[src/rtl/horner_ctrl.sv]
// horner_ctrl: sequences an external 8-bit ALU to evaluate a degree-DEGREE
// polynomial in unsigned Q4.4 with Horner's scheme.
// acc starts at c[DEGREE]; each step is acc = acc*x (MUL) then acc = acc +/- c[k] (ADD).
module horner_ctrl #(
  parameter int unsigned DEGREE = 3
) (
  input  logic       clk,
  input  logic       rst,
  input  logic       start_i,
  input  logic [7:0] x_i,
  input  logic       coef_we_i,
  input  logic [2:0] coef_addr_i,
  input  logic [7:0] coef_i,
  input  logic       coef_sign_i,
  output logic       busy_o,
  output logic       done_o,
  output logic [7:0] result_o,
  output logic       ovf_o,
  output logic [7:0] alu_op_a_o,
  output logic [7:0] alu_op_b_o,
  output logic       alu_sigma_n_o,
  output logic [2:0] alu_mode_o,
  input  logic [7:0] alu_res_i
);

  localparam logic [2:0] S_IDLE = 3'd0;
  localparam logic [2:0] S_LOAD = 3'd1;
  localparam logic [2:0] S_MUL  = 3'd2;
  localparam logic [2:0] S_ADD  = 3'd3;
  localparam logic [2:0] S_DONE = 3'd4;

  localparam logic [2:0] MODE_ADD_SUB = 3'd2;
  localparam logic [2:0] MODE_MUL     = 3'd3;
  localparam logic [2:0] MODE_IDLE    = 3'd4;

  localparam logic [2:0] K_TOP    = 3'(DEGREE);
  localparam logic [2:0] K_TOP_M1 = 3'(DEGREE - 1);

  logic [2:0] state_q, state_d;
  logic [7:0] acc_q, acc_d;
  logic [7:0] x_r_q, x_r_d;
  logic [2:0] k_q, k_d;
  logic       ovf_q, ovf_d;
  logic [7:0] c_mag_q [0:DEGREE];
  logic [7:0] c_mag_d [0:DEGREE];
  logic       c_sgn_q [0:DEGREE];
  logic       c_sgn_d [0:DEGREE];

  logic       busy;
  logic       accept;
  logic       coef_hit;
  logic [7:0] cur_mag;
  logic       cur_sgn;
  logic       add_wrap;

  assign busy     = (state_q == S_LOAD) || (state_q == S_MUL) || (state_q == S_ADD);
  assign accept   = start_i && ((state_q == S_IDLE) || (state_q == S_DONE));
  assign coef_hit = coef_we_i && !busy && (32'(coef_addr_i) <= DEGREE);

  assign busy_o   = busy;
  assign done_o   = (state_q == S_DONE);
  assign result_o = acc_q;
  assign ovf_o    = ovf_q;

  // Select coefficient k for the ADD step (mux loop keeps index width tied to DEGREE)
  always_comb begin
    cur_mag = '0;
    cur_sgn = 1'b0;
    for (int unsigned i = 0; i <= DEGREE; i++) begin
      if (k_q == 3'(i)) begin
        cur_mag = c_mag_q[i];
        cur_sgn = c_sgn_q[i];
      end
    end
  end

  // Wrap detect: an add that wraps lands below acc, a subtract that borrows lands above it
  always_comb begin
    if (cur_sgn) add_wrap = (alu_res_i > acc_q);
    else         add_wrap = (alu_res_i < acc_q);
  end

  // Coefficient register file write port, only while the sequencer is not busy
  always_comb begin
    for (int unsigned i = 0; i <= DEGREE; i++) begin
      c_mag_d[i] = c_mag_q[i];
      c_sgn_d[i] = c_sgn_q[i];
      if (coef_hit && (coef_addr_i == 3'(i))) begin
        c_mag_d[i] = coef_i;
        c_sgn_d[i] = coef_sign_i;
      end
    end
  end

  // Sequencer next-state and datapath update
  always_comb begin
    state_d = state_q;
    acc_d   = acc_q;
    x_r_d   = x_r_q;
    k_d     = k_q;
    ovf_d   = ovf_q;
    case (state_q)
      S_IDLE, S_DONE: begin
        if (accept) begin
          x_r_d   = x_i;
          ovf_d   = 1'b0;
          k_d     = K_TOP;
          state_d = S_LOAD;
        end else begin
          state_d = S_IDLE;
        end
      end
      S_LOAD: begin
        // leading coefficient is always taken as positive
        acc_d   = c_mag_q[DEGREE];
        k_d     = K_TOP_M1;
        state_d = S_MUL;
      end
      S_MUL: begin
        acc_d   = alu_res_i;
        state_d = S_ADD;
      end
      S_ADD: begin
        acc_d = alu_res_i;
        ovf_d = ovf_q | add_wrap;
        if (k_q == 3'd0) begin
          state_d = S_DONE;
        end else begin
          k_d     = k_q - 3'd1;
          state_d = S_MUL;
        end
      end
      default: state_d = S_IDLE;
    endcase
  end

  // ALU drive: purely a function of state, acc, x_r and k
  always_comb begin
    alu_mode_o    = MODE_IDLE;
    alu_op_a_o    = acc_q;
    alu_op_b_o    = '0;
    alu_sigma_n_o = 1'b0;
    case (state_q)
      S_MUL: begin
        alu_mode_o = MODE_MUL;
        alu_op_b_o = x_r_q;
      end
      S_ADD: begin
        alu_mode_o    = MODE_ADD_SUB;
        alu_op_b_o    = cur_mag;
        alu_sigma_n_o = cur_sgn;
      end
      default: ;
    endcase
  end

  // State registers with asynchronous active-low reset
  always_ff @(posedge clk or negedge rst) begin
    if (!rst) begin
      state_q <= S_IDLE;
      acc_q   <= '0;
      x_r_q   <= '0;
      k_q     <= '0;
      ovf_q   <= 1'b0;
      for (int unsigned i = 0; i <= DEGREE; i++) begin
        c_mag_q[i] <= '0;
        c_sgn_q[i] <= 1'b0;
      end
    end else begin
      state_q <= state_d;
      acc_q   <= acc_d;
      x_r_q   <= x_r_d;
      k_q     <= k_d;
      ovf_q   <= ovf_d;
      for (int unsigned i = 0; i <= DEGREE; i++) begin
        c_mag_q[i] <= c_mag_d[i];
        c_sgn_q[i] <= c_sgn_d[i];
      end
    end
  end

endmodule

[config.mk]
export PLATFORM = sky130hd
export DESIGN_NAME = horner_ctrl
export DESIGN_NICKNAME = d
export VERILOG_FILES = /design/src/rtl/horner_ctrl.sv
export SDC_FILE = /design/constraint.sdc
export NUM_CORES = 1
export LEC_CHECK = 0
export BUFFER_PORTS_ARGS = -buffer_cell sky130_fd_sc_hd__buf_2
export CAP_MARGIN = 20
export CORE_MARGIN = 3
export CORE_UTILIZATION = 36
export CTS_CLUSTER_SIZE = 10
export DETAILED_ROUTE_END_ITERATION = 7
export GPL_ROUTABILITY_DRIVEN = 0
export SLEW_MARGIN = 20
export SYNTH_ARGS = -nofsm -noshare
export SYNTH_HDL_FRONTEND = slang
export SYNTH_SLANG_ARGS = --single-unit
[constraint.sdc]
create_clock -name clk -period 2.1 [get_ports clk]
set_input_delay 0.315 -clock clk [delete_from_list [all_inputs] [get_ports clk]]
set_output_delay 0.315 -clock clk [all_outputs]
set_load 0.02 [all_outputs]
==> impl_metrics.tcl <==
set metrics [dict create \
    cp_max_fo 8 \
    dr_total_vias 2272 \
    dpl_cell_area_mm2 0.00350 \
    cts-buffers-inserted 9 \
    layout_setup_ws_ps -203 \
    htree_levels 3 \
    drive_gt1_frac 0.500 \
    ys_seq_area_frac 0.487 \
    wl_met2_um 3430 \
    finalCritPeriodShare 1.10 \
    fin_nets 378 \
    maxCapViolCount 0 \
    die_h_um 97.8 \
    met1_length_um 3210 \
    synthArstFlopShare 1.00 \
    finalHoldViolations 0 \
    period_minus_slack_ps 2300 \
    status "complete, but fails checks" \
    synth_edf_count 0 \
    grt.overflow.total 0 \
    ioPinCount 63 \
    finalMaxSlewViolations 0 \
    setup_violations 9 \
    critPathRequiredTime_ps 1780 \
    grt_usage 0.152 \
    grt_pass1_vias 2255 \
    fin_setup_tns_ps -1520 \
    fin_skew_ps 5.30 \
    flow.area_growth_from_synthesis_pct 30.4 \
    drt-wirelength-per-cell_um 16.2 \
    p_leak_nw 1.92 \
    power-per-cell-area_mw_per_mm2 1440 \
    portBuffers 62 \
    drcViolationCount 0 \
    antennaDiodeCount 0 \
    synthesis.nets 305 \
    drtIter0Drc 84 \
    vdd_ir_drop_max_mv 0.395 \
    met3RoutedLength_um 374 \
    synthCells 260 \
    dr.pass1.iters 4 \
    synth_ff_type "dfrtp_1" \
    cts_tree "built" \
    cts-root-buf "clkbuf_8" \
    ys_warn_count 0 \
    slew_headroom 0.625 \
    fmax_ghz 0.434 \
    place_hpwl_um 5150 \
    final_core_util 0.498 \
    antenna_found_initial 0 \
    pre_cts_slack_ps -81.0 \
    synth.distinct_cells 37 \
    cts_buffer_depth 2 \
    die_x_um 97.8 \
    syn_avg_cell_area_um2 11.7 \
    grt_pass1_wl_um 11500 \
    die_area_mm2 0.00956 \
    cp-end-kind "primary output" \
    hp-class "in2reg" \
    rsz0062_at_grt "yes" \
    viasPerCell 5.16 \
    crit_path_start_kind "flip-flop" \
    core_area_mm2 0.00793 \
    yosys_register_bits 59 \
    netlist_area_mm2 0.00303 \
    rows 32 \
    critPathKind "reg2out" \
    stdcell_area_mm2 0.00395 \
    grt_max_degree 60 \
    wl_um 7130 \
    tightest_slew_ps 561 \
    top_layer "met4" \
    final_common_cell "dfrtp_1" \
    clk_latency_ps 340 \
    clkSlewWorstSetupHoldPaths_ps 70 \
    layout_common_cells "dfrtp_1, buf_2, mux2_2" \
    cts_sinks 59 \
    drtAntennaViolNets 0 \
    initial_core_util 0.382 \
    violations "setup timing" \
    critPathArrivalTime_ps 1990 \
]
[final timing paths]
check / start / to / slack, ps / cells past startpoint
max: k_q[0] / alu_op_b_o[4] / -200 / 8
min: x_i[7] / x_r_q[7] / 210 / 2
max reg2reg: k_q[0] / ovf_o / 40 / 9
min reg2reg: ovf_o / ovf_o / 510 / 2
max in group asynchronous: rst / k_q[0] / 1330 / 3
min in group asynchronous: rst / alu_op_a_o[7] / 500 / 3
[metal layers]
layer  up-vias  track usage
li1       1097            -
met1      1102        0.203
met2        64        0.237
met3         9       0.0357
met4         0       0.0682
met5         -            0
[sequential cells by signal, summed over array words and instances, names as in the netlist]
signal,flops
alu_op_a_o,8
state_q,3
ovf_o,1
k_q,3
x_r_q,8
c_mag_q,32
c_sgn_q,4
[stage by stage]
stage	hold WS, ps	power (mW)	std cells
final	206	5.70	440
after global routing	203	6.06	440
after CTS	193	5.58	440
after detailed placement	344	4.18	419
after global placement	346	4.15	419
after floorplan	19.4	3.44	260
[repair_timing]
item,in CTS,in global routing
endpoints found under the setup margin,9,10
resized for setup,26,18
endpoints found under the hold margin,59,0
pin swaps,11,8
setup buffers,4,0
cloned,0,0
hold buffers,1,0
[cell usage after synthesis (all sizes together), types with 2 or more instances]
master,number,area [um^2]
o22ai,7,43.8
nand2,15,56.3
nand3,2,15.0
a22o,8,70.1
o21ai,4,20.0
nand4,2,12.5
nand2b,2,12.5
clkbuf,8,30.0
mux2,44,495
o31ai,8,60.1
a21oi,8,40.0
buf,12,88.8
a22oi,8,60.1
dfrtp,59,1480
ha,13,163
nor2b,15,96.3
o211ai,2,15.0
nand3b,2,15.0
nor2,9,33.8
a221oi,9,85.1
inv,12,45.0
[cell families after synthesis]
kind of cell,share of synthesized area
compound gates,0.140
xor+xnor,0.00289
fa+ha+maj,0.0537
buf+inv,0.0553
flops,0.487
mux,0.164
simple gates,0.0979
[critical path: stages (launching register included)]
cell and delay [ps]:
dfrtp_2 440, inv_4 60, ha_4 150, nor2b_4 130, buf_8 140, a221oi_2 270, o31ai_2 90, a22o_1 230
buf_6 140
[area by class of cell]
cell class	instances	area [um^2]
fillers	713	3980
multi-input cells	168	1530
flip-flops and latches	59	1480
repair buffers	82	543
clock buffers	12	145
well taps	102	128
clock inverters	4	73.8
inverters	13	51.3
[power breakdown]
part	internal [mW]	leakage [nW]	switching (mW)
Combinational	1.25	1.06	1.39
Sequential	1.58	0.752	0.339
Clock	0.702	0.111	0.450
No activity file was read; power rests on OpenSTA's default activity.
